**config.mk**
```make
export PLATFORM = sky130hd
export DESIGN_NAME = icache_fill_ctrl
export DESIGN_NICKNAME = d
export VERILOG_FILES = /design/src/rtl/icache_pkg.sv /design/src/rtl/icache_fill_ctrl.sv
export SDC_FILE = /design/constraint.sdc
export NUM_CORES = 1
export LEC_CHECK = 0
export ABC_AREA = 1
export CORE_AREA = 2 2 166 168
export DETAILED_ROUTE_END_ITERATION = 12
export DIE_AREA = 0 0 168 170
export DONT_BUFFER_PORTS = 1
export GPL_TIMING_DRIVEN = 0
export PLACE_DENSITY = 0.35
export SLEW_MARGIN = 30
export SYNTH_ARGS = -nofsm -noshare
export SYNTH_HDL_FRONTEND = slang
export SYNTH_SLANG_ARGS = --single-unit
```
**constraint.sdc**
```tcl
create_clock -name clock -period 1.1 [get_ports clock]
set_input_delay 0.055 -clock clock [delete_from_list [all_inputs] [get_ports clock]]
set_output_delay 0.055 -clock clock [all_outputs]
set_load 0.01 [all_outputs]
```
**src/rtl/icache_pkg.sv**
```systemverilog
// Shared widths, bus command encoding and fill-FSM states for the fetch-side
// instruction cache. The cache array and its miss controller both use these.
package icache_pkg;

  localparam int OFF_BITS     = 3;
  localparam int IDX_BITS     = 5;
  localparam int TAG_BITS     = 8;
  localparam int MEM_TAG_BITS = 4;

  typedef enum logic [1:0] {
    BUS_NONE = 2'd0,
    BUS_LOAD = 2'd1
  } mem_cmd_t;

  typedef enum logic [1:0] {
    ST_IDLE = 2'd0,
    ST_REQ  = 2'd1,
    ST_WAIT = 2'd2,
    ST_FILL = 2'd3
  } fill_state_t;

  function automatic logic [63:0] line_align(input logic [63:0] addr);
    return {addr[63:OFF_BITS], {OFF_BITS{1'b0}}};
  endfunction

endpackage

```
**src/rtl/icache_fill_ctrl.sv**
```systemverilog
// Fetch-side miss controller: serves hits straight from the array read port and
// handles one outstanding miss at a time (LOAD, wait for tagged reply, fill).
//
// Handshakes: the LOAD is held on proc2Imem_command/addr every cycle in REQ
// until Imem2proc_response is nonzero in that same cycle; the nonzero value is
// the transaction tag, and the line is accepted when Imem2proc_tag equals it.
module icache_fill_ctrl
  import icache_pkg::*;
(
  input  logic                    clock,
  input  logic                    reset,
  input  logic                    fetch_req,
  input  logic [63:0]             fetch_addr,
  output logic [63:0]             fetch_data,
  output logic                    fetch_valid,
  output logic [IDX_BITS-1:0]     rd_idx,
  output logic [TAG_BITS-1:0]     rd_tag,
  input  logic [63:0]             cache_rd_data,
  input  logic                    cache_rd_valid,
  output logic                    wr_en,
  output logic [IDX_BITS-1:0]     wr_idx,
  output logic [TAG_BITS-1:0]     wr_tag,
  output logic [63:0]             wr_data,
  output logic [1:0]              proc2Imem_command,
  output logic [63:0]             proc2Imem_addr,
  input  logic [MEM_TAG_BITS-1:0] Imem2proc_response,
  input  logic [63:0]             Imem2proc_data,
  input  logic [MEM_TAG_BITS-1:0] Imem2proc_tag,
  output logic [1:0]              dbg_state
);

  fill_state_t             state_q, state_d;
  logic [MEM_TAG_BITS-1:0] pend_tag_q, pend_tag_d;
  logic [IDX_BITS-1:0]     idx_q, idx_d;
  logic [TAG_BITS-1:0]     tag_q, tag_d;
  logic [63:0]             addr_q, addr_d;
  logic [63:0]             data_q, data_d;
  logic                    wr_en_q;
  mem_cmd_t                cmd_q;

  logic unused_offset;
  assign unused_offset = ^fetch_addr[OFF_BITS-1:0];

  // Hit path is purely combinational and stays live in every FSM state.
  assign rd_idx      = fetch_addr[OFF_BITS +: IDX_BITS];
  assign rd_tag      = fetch_addr[OFF_BITS+IDX_BITS +: TAG_BITS];
  assign fetch_data  = cache_rd_data;
  assign fetch_valid = fetch_req & cache_rd_valid;

  always_comb begin
    state_d    = state_q;
    pend_tag_d = pend_tag_q;
    idx_d      = idx_q;
    tag_d      = tag_q;
    addr_d     = addr_q;
    data_d     = data_q;
    case (state_q)
      ST_IDLE: begin
        if (fetch_req && !cache_rd_valid) begin
          idx_d   = rd_idx;
          tag_d   = rd_tag;
          addr_d  = line_align(fetch_addr);
          state_d = ST_REQ;
        end
      end
      ST_REQ: begin
        if (Imem2proc_response != '0) begin
          pend_tag_d = Imem2proc_response;
          state_d    = ST_WAIT;
        end
      end
      ST_WAIT: begin
        // pend_tag is nonzero here, so the idle tag value 0 can never match.
        if ((Imem2proc_tag == pend_tag_q) && (Imem2proc_tag != '0)) begin
          data_d  = Imem2proc_data;
          state_d = ST_FILL;
        end
      end
      ST_FILL: begin
        state_d = ST_IDLE;
      end
      default: begin
        state_d = ST_IDLE;
      end
    endcase
  end

  always_ff @(posedge clock or negedge reset) begin
    if (!reset) begin
      state_q    <= ST_IDLE;
      pend_tag_q <= '0;
      idx_q      <= '0;
      tag_q      <= '0;
      addr_q     <= '0;
      data_q     <= '0;
      wr_en_q    <= 1'b0;
      cmd_q      <= BUS_NONE;
    end else begin
      state_q    <= state_d;
      pend_tag_q <= pend_tag_d;
      idx_q      <= idx_d;
      tag_q      <= tag_d;
      addr_q     <= addr_d;
      data_q     <= data_d;
      // Decoded one cycle early so the bus and write ports come straight from flops.
      wr_en_q    <= (state_d == ST_FILL);
      cmd_q      <= (state_d == ST_REQ) ? BUS_LOAD : BUS_NONE;
    end
  end

  assign wr_en             = wr_en_q;
  assign wr_idx            = idx_q;
  assign wr_tag            = tag_q;
  assign wr_data           = data_q;
  assign proc2Imem_command = cmd_q;
  assign proc2Imem_addr    = addr_q;
  assign dbg_state         = state_q;

endmodule

```
==> flow_summary.toml <==
[run_status]
status = "finished with violations"
violations = "hold timing, setup timing"

[grt]
grt_util_met1_pct = 14.6
grt_overflow_total = 0
grt_pass1_wl_um = 29400
grt_max_degree = 134
busiest_layer = "met2"
grt_use_met2_pct = 24.0
antenna_found_initial = 0
grtUsageMet3_pct = 5.12
grt_pass1_vias = 5312
grt.total_usage_pct = 13.3

[timing]
fin_worst_skew_ns = 0.0145
hold_slack_ns = -0.661
maxSlewViolCount = 0
finalSetupViolCount = 133
period_needed_ns = 1.47
finalHoldViolCount = 133
rsz0062_at_grt = "yes"
setup_slack_ns = -0.367
max_freq_ghz = 0.681
fin_crit_sh_pct = 133

[routing]
vias = 5195
vias_per_cell = 4.26
drtIter0Drc = 223
antenna_left = 0
wirelength_um = 20700
wl_per_cell_um = 17.0
drcViolationCount = 0
drt_first_pass_iters = 4

[clock_network]
clock-sinks = 133
clockRootBuffer = "clkbuf_16"
h-tree-depth = 4
cts_made_buffers = 17
cts.reportedPaths.clkPinSlew_ns = 0.06
cts.hold.buffers_added = 129
clk_latency_ns = 0.41
clockBufferDepth = 2
cts_tree = "built"

[power]
clock_power_share_pct = 23.9
combPwrFrac_pct = 32.0
switchingPower_w = 0.00913
p_per_area_mw_per_mm2 = 2420
ir_drop_v = 0.000968
pwr-share-seq_pct = 44.1
p_sw_share_pct = 39.8
intPower_w = 0.0138
power_leakage_nw = 4.74

[logic_synthesis]
ys.warnings.count = 0
syn_area_per_cell_sq_um = 8.95
synth-seq-cells = 133
ys_types = 16
synthArstFlopShare_pct = 100
yosysMostFrequentCell = "nand2_1"
synth_flop_cell = "dfrtp_1"
synth_top_cell_by_area = "dfrtp_1"
synth_common_cells = "209 x nand2_1, 133 x dfrtp_1, 102 x buf_4"
syn_inst = 697
yosys-top-cells-area = "dfrtp_1 53%, nand2_1 13%, buf_4 12%"
syn_area_sq_mm = 0.00623
synth-edff-count = 0
yosysSeqAreaShare_pct = 53.4
synth_top_area_share_pct = 53.4

[critical_path]
crit_type = "register to register"
critPathLaunchType = "register"
crit_path_end_kind = "register"
worstPathArrival_ns = 1.76
critPathRequiredTime_ns = 1.39
crit_fanout = 9

[placed_design]
io_buffer_count = 0
dp_hpwl_um = 14300
gp_congestion = 0.790
pre_cts_ws_ns = -0.609
placed_cell_area_sq_mm = 0.00668

[floorplan]
num_rows = 60
io_pins = 428
die-area_sq_mm = 0.0286
die_x_um = 168
core_area_sq_mm = 0.0267
die_height_um = 170
start_util_pct = 23.4

[finish]
antenna_cells = 0
design_area_sq_mm = 0.00948
nNetsFinal = 1069
final_util_pct = 35.6
area_growth_pct = 52.1
drive_gt1_share_pct = 36.1

[hold_path]
hp-class = "input pin to asynchronous set/reset pin"

[flow_run]
max-cap-violations = 0
worst max-delay path: stages (launching register included):
cell,delay [ns]
dfrtp_2,0.47
nor2_4,0.14
nand2_2,0.07
nor2_4,0.13
nand3_4,0.10
buf_12,0.16
clkbuf_16,0.15
nand2_2,0.06
nand2_2,0.05
worst paths after layout:
| kind | start | endpoint | slack (ns) | cells past startpoint |
|---|---|---|---|---|
| worst min register to register | pend_tag_q[0] | pend_tag_q[0] | 0.55 | 2 |
| max in group asynchronous | reset | wr_tag[5] | 1.54 | 0 |
| worst min-delay path | reset | wr_data[44] | -0.66 | 0 |
| worst max register to register | dbg_state[0] | wr_data[27] | -0.37 | 8 |
| worst max-delay path | dbg_state[0] | wr_data[27] | -0.37 | 8 |
| min in group clock | fetch_req | proc2Imem_command[0] | 0.09 | 3 |
sequential cells by signal, summed over array words and instances, names as in the netlist:
register	cells
proc2Imem_command	1
proc2Imem_addr	50
wr_tag	7
pend_tag_q	4
wr_idx	4
dbg_state	2
wr_en	1
wr_data	64
routing by layer:
metal | wire length [um] | vias up | part of all wire, %
li1 | - | 2442 | -
met1 | 7690 | 2488 | 37
met2 | 11100 | 256 | 54
met3 | 1790 | 9 | 8.7
met4 | 129 | 0 | 0.62
met5 | 0 | - | 0
cells in the final DEF (no fill, tap or decap), drive strengths merged:
master,instances
conb,4
bufinv,1
nand3,1
clkbuf,31
clkinv,6
nand2,209
dlygate4sd3,129
nand4,66
nand2b,1
inv,82
clkinvlp,4
o21ai,67
dfrtp,133
nor2,5
buf,139
power groups by stage:
stage / clock (W) / combinational [W] / sequential, W
final: 0.00548 / 0.00735 / 0.0101
after global routing: 0.00593 / 0.00818 / 0.0104
after CTS: 0.00573 / 0.00583 / 0.00978
after detailed placement: 0 / 0.00524 / 0.00976
after global placement: 0 / 0.00508 / 0.00980
after floorplan: 0 / 0.00414 / 0.00904
final cells by class:
class                      count  area, sq um
fill                        2663        17200
sequential                   133         3350
multi-input combinational    353         2060
timing repair buffer         147         1600
buffer                       134         1190
clock buffer                  18          429
tap                          341          427
inverter                      79          299
clock inverter                14          128
logic make-up (layout without fill, tap and decap cells):
family	Yosys count	count (layout)	share of synthesized area, %
AO/OA/AOI/OAI	67	67	5.38
AND/OR/NAND/NOR	282	282	19.9
buffers and inverters	214	392	21.2
flip-flops	133	133	53.4
other	1	4	0.0601
stage by stage:
| step | power (W) | setup TNS, ns | cells |
|---|---|---|---|
| global route | 0.0245 | -50.87 | 1219 |
| finish | 0.0229 | -39.40 | 1219 |
| floorplan | 0.0132 | -16.01 | 700 |
| detailed placement | 0.0150 | -58.29 | 1041 |
| global placement | 0.0149 | -54.44 | 1041 |
| CTS | 0.0213 | -47.63 | 1205 |
what timing repair did:
item / CTS / global route
setup endpoints to repair: 143 / 143
gates resized for setup: 32 / 258
gates cloned: 0 / 10
hold endpoints to repair: 263 / 133
pin swaps: 1 / 1
buffers inserted: 3 / 5
Note: power is estimated with default switching activity, not from simulation.
